### src/rtl/spi_slave_sync.sv
// spi_slave_sync
//   SPI slave that runs entirely in the clk domain. cs, spi_clk and mosi are
//   oversampled through SYNC_STAGES flops; spi_clk edges are found by comparing
//   the newest synchronised sample with the one before it. All four SPI modes
//   and any word width from 2 to 32 are supported. Frames may carry any number
//   of back-to-back words while cs is low; a partial word is dropped on cs rise.
//
// Ports
//   clk         system clock, all logic on posedge
//   rst         synchronous active-high reset
//   cs          chip select, active low, asynchronous
//   spi_clk     SPI clock, asynchronous, at most clk/8
//   mosi        master-out data, asynchronous
//   miso        slave-out data (registered)
//   miso_oe     high while selected; enables the external tristate
//   tx_data     next word to transmit
//   tx_valid    tx_data valid; accepted when tx_ready is high
//   tx_ready    TX holding register empty
//   rx_data     last complete received word, held until the next rx_valid
//   rx_valid    one-cycle pulse, rx_data updated
//   tx_underrun one-cycle pulse, FILL was loaded because holding was empty
//   busy        high while a frame is active
//
// state     | meaning
// ----------+-----------------------------------------------------------
// WAIT_IDLE | after reset; waits for cs high so a frame is never joined
//           | part-way through
// IDLE      | deselected; a cs falling edge starts a frame
// ACTIVE    | selected; shifting words, any cs high ends the frame

module spi_slave_sync #(
  parameter int                WORD_W      = 8,
  parameter int                CPOL        = 0,
  parameter int                CPHA        = 0,
  parameter int                MSB_FIRST   = 1,
  parameter int                SYNC_STAGES = 2,
  parameter logic [WORD_W-1:0] FILL        = '0
) (
  input  logic              clk,
  input  logic              rst,
  input  logic              cs,
  input  logic              spi_clk,
  input  logic              mosi,
  output logic              miso,
  output logic              miso_oe,
  input  logic [WORD_W-1:0] tx_data,
  input  logic              tx_valid,
  output logic              tx_ready,
  output logic [WORD_W-1:0] rx_data,
  output logic              rx_valid,
  output logic              tx_underrun,
  output logic              busy
);

  localparam int          CNT_W     = $clog2(WORD_W);
  localparam logic [CNT_W-1:0] LAST_BIT = CNT_W'(WORD_W - 1);
  localparam logic        SCLK_IDLE = (CPOL != 0);

  typedef enum logic [1:0] {
    WAIT_IDLE = 2'd0,
    IDLE      = 2'd1,
    ACTIVE    = 2'd2
  } state_t;

  state_t state, state_nx;

  // Synchronisers. cs resets to 0 so that a reset taken mid-frame keeps the
  // FSM in WAIT_IDLE until cs is genuinely seen high.
  logic [SYNC_STAGES-1:0] cs_sync, sclk_sync, mosi_sync;
  logic                   cs_s, sclk_s, mosi_s;
  logic                   cs_d, sclk_d;

  always_ff @(posedge clk) begin
    if (rst) begin
      cs_sync   <= '0;
      sclk_sync <= {SYNC_STAGES{SCLK_IDLE}};
      mosi_sync <= '0;
      cs_d      <= 1'b0;
      sclk_d    <= SCLK_IDLE;
    end else begin
      cs_sync   <= {cs_sync[SYNC_STAGES-2:0], cs};
      sclk_sync <= {sclk_sync[SYNC_STAGES-2:0], spi_clk};
      mosi_sync <= {mosi_sync[SYNC_STAGES-2:0], mosi};
      cs_d      <= cs_s;
      sclk_d    <= sclk_s;
    end
  end

  assign cs_s   = cs_sync[SYNC_STAGES-1];
  assign sclk_s = sclk_sync[SYNC_STAGES-1];
  assign mosi_s = mosi_sync[SYNC_STAGES-1];

  logic cs_fall, sclk_rise, sclk_fall, lead_edge, trail_edge;
  logic selected, sample_edge, drive_edge, word_done, load;

  assign cs_fall    = cs_d & ~cs_s;
  assign sclk_rise  = sclk_s & ~sclk_d;
  assign sclk_fall  = ~sclk_s & sclk_d;
  assign lead_edge  = (CPOL != 0) ? sclk_fall : sclk_rise;
  assign trail_edge = (CPOL != 0) ? sclk_rise : sclk_fall;

  // cs high masks any spi_clk edge seen in the same cycle.
  assign selected    = (state == ACTIVE) & ~cs_s;
  assign sample_edge = selected & ((CPHA != 0) ? trail_edge : lead_edge);
  assign drive_edge  = selected & ((CPHA != 0) ? lead_edge : trail_edge);

  logic [CNT_W-1:0] bit_cnt;

  assign word_done = sample_edge & (bit_cnt == LAST_BIT);
  assign load      = ((state == IDLE) & cs_fall) | word_done;

  // FSM: state register
  always_ff @(posedge clk) begin
    if (rst) state <= WAIT_IDLE;
    else     state <= state_nx;
  end

  // FSM: next state
  always_comb begin
    state_nx = state;
    unique case (state)
      WAIT_IDLE: if (cs_s)    state_nx = IDLE;
      IDLE:      if (cs_fall) state_nx = ACTIVE;
      ACTIVE:    if (cs_s)    state_nx = IDLE;
      default:                state_nx = WAIT_IDLE;
    endcase
  end

  // FSM: outputs
  always_comb begin
    busy    = (state == ACTIVE);
    miso_oe = (state == ACTIVE);
  end

  function automatic logic first_bit(input logic [WORD_W-1:0] v);
    return (MSB_FIRST != 0) ? v[WORD_W-1] : v[0];
  endfunction

  function automatic logic [WORD_W-1:0] shift_out(input logic [WORD_W-1:0] v);
    return (MSB_FIRST != 0) ? {v[WORD_W-2:0], 1'b0} : {1'b0, v[WORD_W-1:1]};
  endfunction

  logic [WORD_W-1:0] hold, tx_sh, rx_sh, rx_next, load_word;
  logic              hold_full;

  assign rx_next   = (MSB_FIRST != 0) ? {rx_sh[WORD_W-2:0], mosi_s}
                                      : {mosi_s, rx_sh[WORD_W-1:1]};
  assign load_word = hold_full ? hold : FILL;
  assign tx_ready  = ~hold_full;

  always_ff @(posedge clk) begin
    if (rst) begin
      hold        <= '0;
      hold_full   <= 1'b0;
      tx_sh       <= '0;
      rx_sh       <= '0;
      bit_cnt     <= '0;
      miso        <= 1'b0;
      rx_data     <= '0;
      rx_valid    <= 1'b0;
      tx_underrun <= 1'b0;
    end else begin
      rx_valid    <= 1'b0;
      tx_underrun <= 1'b0;

      if (tx_valid && !hold_full) begin
        hold      <= tx_data;
        hold_full <= 1'b1;
      end

      // Deselected or leaving the frame: drop the partial word, park miso.
      if (state != ACTIVE || cs_s) begin
        bit_cnt <= '0;
        miso    <= 1'b0;
      end

      if (sample_edge) begin
        rx_sh <= rx_next;
        if (bit_cnt == LAST_BIT) begin
          bit_cnt  <= '0;
          rx_data  <= rx_next;
          rx_valid <= 1'b1;
        end else begin
          bit_cnt <= bit_cnt + CNT_W'(1);
        end
      end

      // With CPHA=0 the first bit of a word is already on miso from the load,
      // so the trailing edge that directly follows a word boundary must not
      // shift again.
      if (drive_edge && ((CPHA != 0) || (bit_cnt != '0))) begin
        miso  <= first_bit(tx_sh);
        tx_sh <= shift_out(tx_sh);
      end

      if (load) begin
        if (hold_full) hold_full   <= 1'b0;
        else           tx_underrun <= 1'b1;
        if (CPHA == 0) begin
          miso  <= first_bit(load_word);
          tx_sh <= shift_out(load_word);
        end else begin
          tx_sh <= load_word;
        end
      end
    end
  end

endmodule

### config.mk
export PLATFORM = sky130hd
export DESIGN_NAME = spi_slave_sync
export DESIGN_NICKNAME = d
export VERILOG_FILES = /design/src/rtl/spi_slave_sync.sv
export SDC_FILE = /design/constraint.sdc
export NUM_CORES = 1
export LEC_CHECK = 0
export CAP_MARGIN = 5
export CORE_ASPECT_RATIO = 1.1
export CORE_MARGIN = 2
export CORE_UTILIZATION = 55
export CTS_BUF_LIST = sky130_fd_sc_hd__clkbuf_4 sky130_fd_sc_hd__clkbuf_8 sky130_fd_sc_hd__clkbuf_16
export CTS_CLUSTER_DIAMETER = 40
export DETAILED_ROUTE_END_ITERATION = 10
export GPL_TIMING_DRIVEN = 0
export PLACE_DENSITY = 0.93
export SLEW_MARGIN = 20
export SYNTH_ARGS = -nofsm -noshare
export SYNTH_HDL_FRONTEND = slang
export SYNTH_SLANG_ARGS = --single-unit
export TNS_END_PERCENT = 5
### constraint.sdc
create_clock -name clk -period 3.5 [get_ports clk]
set_clock_uncertainty 0.05 [all_clocks]
set_input_delay 0.875 -clock clk [delete_from_list [all_inputs] [get_ports clk]]
set_output_delay 0.875 -clock clk [all_outputs]
set_load 0.05 [all_outputs]
==> impl_metrics.json <==
{
  "status": "finished clean",
  "drcViolationCount": 0,
  "yosysWarnings": 0,
  "io_pins": 28,
  "num_vias": 1428,
  "drtAntennaViolNets": 0,
  "worstSetupEndpointType": "output pin",
  "most-common-layout-cells": "dfxtp_1, nand2_1, a21oi_1, clkdlybuf4s50_1, nor2_1",
  "fmax_mhz": 353,
  "io_buffers": 26,
  "place_area_sq_mm": 0.00214,
  "postLayoutCellArea_sq_mm": 0.00219,
  "final_common_cell": "dfxtp_1",
  "post-place-ws_ps": 1060,
  "area_delta_synth_final_pct": 19.4,
  "core-area_sq_mm": 0.00313,
  "tightest_slew_ps": 494,
  "totalWireLength_mm": 3.31,
  "final_max_slew_viol_count": 0,
  "critPathBufInv": 2,
  "final_util_pct": 70.0,
  "worst-setup-path-type": "reg2out",
  "rsz0062_at_grt": "false",
  "avgRoutedWirePerCell_microns": 12.6,
  "holdBufCountCts": 0,
  "stdcell_count": 263,
  "fin_nets": 245,
  "place_inst": 255,
  "numCtsBuffers": 5,
  "synth.area.mux_share_pct": 8.26,
  "synth_xor_area_share_pct": 0,
  "final_layout_size_suffix_gt1_share_pct": 8.30,
  "setup_slack_ps": 671,
  "fill_cells": 228,
  "clk_latency_ps": 360,
  "path_max_fanout": 5,
  "netlist.area_leader.share_pct": 51.3,
  "antenna_found_initial": 0,
  "min_period_ps": 2830,
  "finalSetupTns_ps": 0,
  "syn-num-nets": 212,
  "yosysSeqAreaShare_pct": 51.3,
  "diodes": 0,
  "rows": 21,
  "seqCellArea_sq_um": 941,
  "syn_area_sq_mm": 0.00183,
  "cts_tree": "done",
  "critPathMaxStageDelay_ps": 780,
  "worstPathCellList": "nor2b_1 > buf_4 > clkdlybuf4s50_1",
  "grt_usage_pct": 19.3,
  "slew_headroom_pct": 66.9,
  "grt_pass1_wl_mm": 5.60,
  "p_leak_nw": 0.848,
  "ys_ff_latch": 47,
  "finalSetupViolCount": 0,
  "cts-resized-gates": 0,
  "synth-compound-area-share_pct": 11.7,
  "arrival_ps": 1900,
  "irDropWorstVdd_uv": 275,
  "postSynthAreaPerCell_sq_um": 9.40,
  "cp_top_family": "buffers and inverters",
  "cts_buffer_depth": 2,
  "dpl.hpwl_mm": 2.39,
  "postSynthCellCount": 195,
  "synth_top_family_by_area": "simple AND/OR/NAND/NOR gates",
  "cts-root-buf": "clkbuf_4",
  "grt_overflow": 0,
  "gp_congestion": 0.750,
  "yosys.area_share.simple_pct": 21.4,
  "required_ps": 2570,
  "yosysUniqueCellTypes": 29,
  "via_per_inst": 5.43,
  "synth_area_leaders": "dfxtp_1, mux2i_1, a21oi_1",
  "die-area_sq_mm": 0.00381,
  "start_util_pct": 58.6,
  "clock_sinks": 47,
  "firstDrtPassIters": 5,
  "power_density_mw_per_mm2": 387,
  "hold_class": "reg2reg",
  "clkTransAtPathRegs_ps": 120,
  "crit_slowest_cell": "clkdlybuf4s50_1",
  "dieHeight_microns": 64.5,
  "synthAdderAreaFrac_pct": 2.05,
  "die_w_microns": 59.0,
  "timing.final.crit_share_pct": 80.8,
  "cp-start-kind": "register",
  "h-tree-depth": 2,
  "post-cts-setup-buffers": 0,
  "yosysTopAreaCell": "dfxtp_1",
  "drtIter0Drc": 68,
  "hold_violations": 0,
  "grt_pass1_vias": 1341,
  "multi_input_area_sq_um": 797,
  "grt_max_degree": 15,
  "max_cap_viol_count": 0
}
[per-layer routing]
| layer | vias up | GRT usage, % | wire length, microns |
|---|---|---|---|
| met5 | - | 0 | 0 |
| met4 | 0 | 9.66 | 65 |
| met3 | 8 | 3.59 | 141 |
| met2 | 47 | 33.9 | 1630 |
| met1 | 643 | 21.8 | 1470 |
| li1 | 730 | - | - |
[sequential cells by signal (all words and copies together) (netlist names)]
signal       flops
rx_valid         1
cs_sync          2
hold_full        1
miso             1
hold             8
mosi_sync        2
cs_d             1
tx_sh            7
bit_cnt          3
state            2
sclk_sync        2
rx_sh            7
tx_underrun      1
rx_data          8
sclk_d           1
[power breakdown]
group	total, W	internal, W	switching, W
Combinational	0.0000578	0.0000263	0.0000315
Sequential	0.000553	0.000546	0.00000711
Clock	0.000236	0.0000750	0.000161
Total	0.000847	0.000648	0.000199
[path summary, 6_finish.rpt]
path	startpoint	endpoint	slack, ps	cells past startpoint
hold reg to reg	cs_sync[0]$_SDFF_PP0_	cs_sync[1]$_SDFF_PP0_	400	1
setup / recovery	state[1]$_SDFFE_PP0P_	miso_oe	670	3
setup reg to reg	state[1]$_SDFFE_PP0P_	tx_sh[2]$_SDFFE_PP0P_	1860	4
hold / removal	cs_sync[0]$_SDFF_PP0_	cs_sync[1]$_SDFF_PP0_	400	1
[area by class of cell]
cell class,instances,share of cell area (%)
Tap cell,34,1.94
Clock inverter,3,0.686
Buffer,13,3.32
Multi-Input combinational cell,129,36.4
Sequential cell,47,43.0
Inverter,6,1.03
Clock buffer,5,1.72
Timing Repair Buffer,26,11.9
[Yosys cell counts]
cell type  number
a211oi_1        6
a21oi_1        26
a31oi_4         1
a41o_1          1
and2b_1         1
and3_1          1
and4bb_2        1
buf_2           1
buf_4           2
buf_6           2
clkbuf_1        8
dfxtp_1        47
ha_1            3
inv_1           6
mux2_2          1
mux2i_1        14
nand2_1        28
nand2b_1        1
nand3_1         7
nand3_2         1
nand3b_1        2
nand4b_1        1
nand4b_2        1
nor2_1         15
nor2b_1        12
nor3_1          3
nor3b_4         1
o311ai_1        1
or3_1           1
[metrics by stage]
stage          hold slack [ps]  total power, W
2_1_floorplan              364        0.000598
3_3_place_gp               374        0.000621
3_5_place_dp               379        0.000623
4_1_cts                    408        0.000854
5_1_grt                    419        0.000886
6_report                   400        0.000847
[kinds of logic after synthesis]
group,Yosys count
AND/OR/NAND/NOR,76
flip-flops,47
AO/OA/AOI/OAI,35
buffers and inverters,19
multiplexers,15
adder cells (fa/ha/maj),3
Power figures use the tool's default switching activity.
